`config.mk`:
```
export PLATFORM = sky130hd
export DESIGN_NAME = fifo_write_arbiter
export DESIGN_NICKNAME = d
export VERILOG_FILES = /design/src/rtl/fifo_write_arbiter.sv
export SDC_FILE = /design/constraint.sdc
export NUM_CORES = 1
export LEC_CHECK = 0
export BUFFER_PORTS_ARGS = -buffer_cell sky130_fd_sc_hd__buf_2
export CAP_MARGIN = 20
export CORE_ASPECT_RATIO = 0.75
export CORE_MARGIN = 5
export CORE_UTILIZATION = 36
export DETAILED_ROUTE_END_ITERATION = 8
export PLACE_DENSITY = 0.72
export SETUP_SLACK_MARGIN = 0.4
export SYNTH_ARGS = -nofsm -noshare
export SYNTH_HDL_FRONTEND = slang
export SYNTH_SLANG_ARGS = --single-unit
export TNS_END_PERCENT = 50
```
`constraint.sdc`:
```
create_clock -name clk -period 1.8 [get_ports clk]
set_input_delay 0.09 -clock clk [delete_from_list [all_inputs] [get_ports clk]]
set_output_delay 0.09 -clock clk [all_outputs]
set_load 0.05 [all_outputs]
```
`src/rtl/fifo_write_arbiter.sv`:
```
// Purpose : round-robin arbiter sharing the single FIFO write port between four requesters, with burst lock.
// Latency : zero-cycle accept; gnt/wr/wr_data are combinational, arbitration state updates on the next edge.
// Backpressure: fifo_full suppresses every grant; nothing is written and all state holds while full.
//
// Ports:
//   clk, rst_n   - clock (rising edge) and asynchronous active-low reset
//   req, last    - per-requester write request and end-of-burst marker (bit i = requester i)
//   din          - requester i word at din[i*DATA_W +: DATA_W]
//   fifo_full    - FIFO full flag, same-cycle
//   gnt          - one-hot acceptance strobe
//   wr, wr_data  - FIFO write strobe and data (data is zero when nothing is written)
//   owner        - requester holding, or last holding, the port
//   locked       - a burst is in progress; only owner may write
module fifo_write_arbiter #(
    parameter int DATA_W = 8
) (
    input  logic                  clk,
    input  logic                  rst_n,
    input  logic [3:0]            req,
    input  logic [3:0]            last,
    input  logic [4*DATA_W-1:0]   din,
    input  logic                  fifo_full,
    output logic [3:0]            gnt,
    output logic                  wr,
    output logic [DATA_W-1:0]     wr_data,
    output logic [1:0]            owner,
    output logic                  locked
);

    typedef enum logic {
        UNLOCKED = 1'b0,
        LOCKED   = 1'b1
    } state_t;

    state_t     state;
    logic [1:0] ptr;
    logic       sel_vld;
    logic [1:0] sel_idx;
    logic       accept;

    assign locked = (state == LOCKED);

    // Pick a candidate: the owner while locked, otherwise the first requester
    // at or after ptr in circular order.
    always_comb begin
        logic [1:0] idx;
        sel_vld = 1'b0;
        sel_idx = 2'd0;
        idx     = 2'd0;
        if (state == LOCKED) begin
            sel_vld = req[owner];
            sel_idx = owner;
        end else begin
            for (int k = 0; k < 4; k++) begin
                idx = ptr + 2'(k);
                if (!sel_vld && req[idx]) begin
                    sel_vld = 1'b1;
                    sel_idx = idx;
                end
            end
        end
    end

    // Gating with rst_n keeps the write port quiet while reset is held even
    // if requesters are already asserting req.
    assign accept = sel_vld & ~fifo_full & rst_n;

    always_comb begin
        gnt = 4'b0000;
        if (accept) begin
            gnt[sel_idx] = 1'b1;
        end
    end

    assign wr      = accept;
    assign wr_data = accept ? din[sel_idx*DATA_W +: DATA_W] : '0;

    // Only an accepted word moves the state; last from anyone else is ignored.
    always_ff @(posedge clk or negedge rst_n) begin
        if (!rst_n) begin
            state <= UNLOCKED;
            ptr   <= 2'd0;
            owner <= 2'd0;
        end else if (accept) begin
            case (state)
                UNLOCKED: begin
                    owner <= sel_idx;
                    if (last[sel_idx]) begin
                        ptr <= sel_idx + 2'd1;
                    end else begin
                        state <= LOCKED;
                    end
                end
                LOCKED: begin
                    if (last[sel_idx]) begin
                        state <= UNLOCKED;
                        ptr   <= owner + 2'd1;
                    end
                end
                default: state <= UNLOCKED;
            endcase
        end
    end

endmodule

```
# After elaboration in Yosys (flattened, before gate mapping)
# Index checks and enable logic that the tools add are counted.
# word_totals
register_bits	5
in_bits	43
# classes
add_sub_neg	5
order_cmp	7
n_eq_ne	2
shifts	1
muxes	33
bitwise	4
n_reduce_logical	9
# op_table
cell	n
32-bit by 6-bit variable part select with 8-bit output	1
2-bit by 3-bit < comparator with 1-bit output (second input constant)	6
1-bit 2-to-1 mux	16
2-bit 2-to-1 mux	7
1-bit binary-select mux with 2-bit select	6
8-bit 2-to-1 mux	1
2-bit by 1-bit adder with 2-bit output (second input constant)	3
2-bit adder (second input constant)	2
1-bit logical AND	4
4-bit 2-to-1 mux	1
2-bit one-hot mux with 2 select lines	1
1-bit logical NOT	3
3-bit AND reduction	1
1-bit bitwise AND	2
1-bit demux with 2-bit select	1
2-bit by 1-bit greater-or-equal comparator with 1-bit output (second input constant)	1
2-bit by 1-bit inequality test with 1-bit output (second input constant)	1
2-bit inequality test (second input constant)	1
1-bit inverter	2
2-bit AND reduction	1

# Longest topological paths before layout
# depth
depth_word	21
ltp_mapped	8

# Least setup slack after synthesis
# Ideal clock, no wire load.
# synth_path
path_kind	reg-to-output
from	reg state, in the netlist locked
to	out wr_data[0]
arrival_ns	2.598
t_required_ns	1.710
path_slack_ns	-0.888
stages_incl_launch_ff	7
n_path_buf	1
path_cell_list	dfrtp_1 -> inv_1 -> o41ai_2 -> nor3b_1 -> a41o_1 -> clkbuf_1 -> and2_1
# synth_via
elab_chain_cells	4
# synth_rtl
item	line_no	text
from (decl)	35	state_t state;
from (signal assigned)	81	state <= UNLOCKED;
from (signal assigned)	91	state <= LOCKED;
from (signal assigned)	96	state <= UNLOCKED;
1-bit 2-to-1 mux	50	if (state == LOCKED) begin
1-bit bitwise AND (2 in series)	66	assign accept = sel_vld & ~fifo_full & rst_n;
named net wr	24	output logic wr,
8-bit 2-to-1 mux	76	assign wr_data = accept ? din[sel_idx*DATA_W +: DATA_W] : '0;
to (decl)	25	output logic [DATA_W-1:0] wr_data,
# The timed path passes the listed nets, and every way through them passes these cells.

# Final worst setup path
# layout_path
from	reg ptr[1]
to	out wr_data[4]
# layout_via
elab_chain_cells	19
# layout_rtl
item	line_no	text
from (decl)	36	logic [1:0] ptr;
from (signal assigned)	89	ptr <= sel_idx + 2'd1;
from (signal assigned)	97	ptr <= owner + 2'd1;
branches (longest 18 deep; another with 2-bit by 1-bit adder with 2-bit output)	-	
8-bit 2-to-1 mux (*)	76	
# Every way passes the cells marked *. The select of a mux whose other input is x is not followed.

==> flow_metrics.tcl <==
set metrics [dict create \
    violations "negative setup slack" \
    dieArea_sq_um 3290 \
    synth_edf_count 0 \
    finalPower_mw 2.681 \
    ios 59 \
    setup_tns_ps -6596 \
    timing.rr.start "ptr[1]" \
    gr-total-overflow 0 \
    gp_congestion 0.7908 \
    drtIter0Drc 11 \
    post-place-ws_ps -347.6 \
    async_flop_share_pct 100.0 \
    ys_seq_area_share_pct 15.55 \
    drive_gt1_share_pct 83.54 \
    fin_crit_ps 2307 \
    worstMarginPinSlew_ps 442.4 \
    drv_cap 0 \
    grt_pass1_vias 1033 \
    worstSetupEndpointType "output pin" \
    rsz0062_at_grt "yes" \
    area_growth_pct 90.36 \
    antenna_found_initial 0 \
    dp_hpwl_um 2257 \
    status "complete, but fails checks" \
    grt_max_degree 15 \
    synthTopCellsByArea "mux4_2, dfrtp_1, and2_1, mux4_1, ha_1" \
    r2r_cells 8 \
    die_w_um 64.59 \
    crit_top_cell "and2_4" \
    wirelength_um 2993 \
    required_ps 1710 \
    crit_path_max_incr_delay_ps 440 \
    rows 14 \
    critical_path.slowest_cell "dfrtp_2" \
    max-vdd-ir-drop_mv 1.307 \
    multiInputGateArea_sq_um 683.2 \
    clk_path_buf_depth 2 \
    leakage_nw 0.7574 \
    r2r-end "ptr[1]" \
    synth_cells 71 \
    clk_latency_ps 260 \
    avgRoutedWirePerCell_um 16.45 \
    grt_use_total_pct 19.17 \
    path_clk_slew_ps 50 \
    final_max_slew_viol_count 0 \
    vias_per_cell 5.016 \
    initial_core_util_pct 38.92 \
    r2r_setup_slack_ps -470 \
    start_kind "flop" \
    syn_nets 118 \
    whs_ps 243.9 \
    firstDrtPassIters 4 \
    io_buffers 58 \
    cp_max_fo 13 \
    clock.fmax_mhz 433.6 \
    worst_slack_ps -506.5 \
    slew_headroom_pct 70.19 \
    ff_latch_area_sq_um 128.9 \
    cp.arrival_ps 2220 \
    synth_cell_types 32 \
    grt_pass1_wl_um 4823 \
    power_density_nw_per_um2 1751 \
    syn_avg_cell_area_sq_um 11.33 \
    postRouteAntennaNets 0 \
    diodes 0 \
    cts_sinks 5 \
    synth_ff_type "dfrtp_1" \
    syn_area_sq_um 804.5 \
    cp_cell_sequence "mux2i_1 > and2_4 > o41ai_4 > buf_12 > mux4_2 > and2_4 > buf_8" \
    cts_buffers 3 \
    coreArea_sq_um 2067 \
    cts_root_buffer "clkbuf_4" \
    finalCritPeriodShare_pct 128.1 \
    setup_viol 16 \
    hold_violations 0 \
    cts_tree "done" \
    die_h_um 50.94 \
    cp-startpoint "ptr[1]" \
    ys.warnings.count 0 \
    htree_levels 1 \
    final_nets 206 \
    hold_class "input port to flop" \
    postLayoutCoreUtil_pct 74.09 \
    criticalPathCategory "flop to output pin" \
    n_fill_cell 131 \
    yosys_register_bits 5 \
    num_vias 913 \
    fin_skew_ps 8.406 \
    yosysTopAreaCell "mux4_2" \
    crit_path_end "wr_data[4]" \
    synth_top_area_share_pct 19.60 \
    drc 0 \
]
[critical path, delay by kind of cell (launching register included)]
| family | cells | cell delay, ps |
|---|---|---|
| flops | 1 | 440 |
| mux | 2 | 440 |
| compound gates | 1 | 400 |
| buf+inv | 2 | 340 |
| simple gates | 2 | 330 |
[through the flow]
| stage | std cells | instance area, sq um |
|---|---|---|
| 2_1_floorplan | 71 | 840.8 |
| 3_3_place_gp | 171 | 1295 |
| 3_5_place_dp | 171 | 1295 |
| 4_1_cts | 178 | 1454 |
| 5_1_grt | 182 | 1531 |
| 6_report | 182 | 1531 |
[sequential cells by signal (all words and copies together), names as in the netlist]
| signal | count |
|---|---|
| owner | 2 |
| ptr | 2 |
| locked | 1 |
[layout by cell type, fill, tap and decap left out, drive strengths merged, types with 2 or more instances in the layout]
cell | netlist | final
inv | 6 | 6
mux2 | 3 | 3
o41ai | 2 | 2
mux4 | 9 | 9
o211ai | 2 | 2
nand2b | 2 | 2
nand2 | 4 | 4
ha | 4 | 4
buf | 2 | 85
a21oi | 3 | 3
nor2 | 3 | 3
and2 | 13 | 13
clkbuf | 1 | 4
dfrtp | 5 | 5
[repair_timing]
item | in CTS | in global routing
endpoints found under the setup margin | 18 | 18
resized for setup | 37 | 14
hold endpoints to repair | 5 | 0
hold buffers | 1 | 0
setup buffers | 2 | 4
pin swaps | 9 | 3
[where the power goes]
group          leakage (nW)  switching [mW]  total (mW)  internal [mW]
combinational         0.689            1.10        2.28           1.18
sequential           0.0530          0.0839       0.259          0.175
clock                0.0150          0.0553       0.140         0.0844
total                 0.757            1.24        2.68           1.44
[per-layer routing]
metal / GRT usage (%) / up-vias / share of wire, % / routed length (um)
met5: 0 / - / 0 / 0
met4: 9.474 / 0 / 1.4 / 41
met3: 6.140 / 5 / 4.6 / 138
met2: 34.08 / 18 / 55 / 1652
met1: 20.80 / 443 / 39 / 1160
li1: - / 447 / - / -
[area by class of cell]
cell class,count,share of cell area [%]
Clock buffer,4,1.716
Inverter,6,2.124
Multi-Input combinational cell,57,44.61
Sequential cell,5,8.415
Tap cell,24,1.961
Timing Repair Buffer,86,41.18
[cell families (layout without fill, tap and decap cells)]
group | count (synthesis) | count (layout) | share of synthesized area [%]
and+or+nand+nor | 25 | 25 | 18.35
AOI/OAI and AO/OA | 15 | 15 | 21.15
muxes | 13 | 13 | 32.04
buffers and inverters | 9 | 96 | 6.686
DFF | 5 | 5 | 15.55
adders and majority gates | 4 | 4 | 6.221
[synthesized netlist by cell type, types with 2 or more instances]
cell and n:
a21oi_1 3, and2_1 12, buf_6 2, dfrtp_1 5, ha_1 4, inv_1 4, mux2_2 2, mux4_1 2
mux4_2 7, nand2_1 4, nand2b_1 2, nor2_1 3, o211ai_2 2
[how the worst min path moves through the flow]
stage | startpoint | to | slack, ps | cells after the start
floorplan | rst_n | locked | -210 | 0
detailed placement | rst_n | owner[1] | -80 | 1
global route | rst_n | ptr[0] | 260 | 2
finish | last[3] | ptr[0] | 240 | 4
global placement | rst_n | owner[1] | -80 | 1
CTS | last[3] | ptr[0] | 240 | 4
No activity file was read; power rests on OpenSTA's default activity.
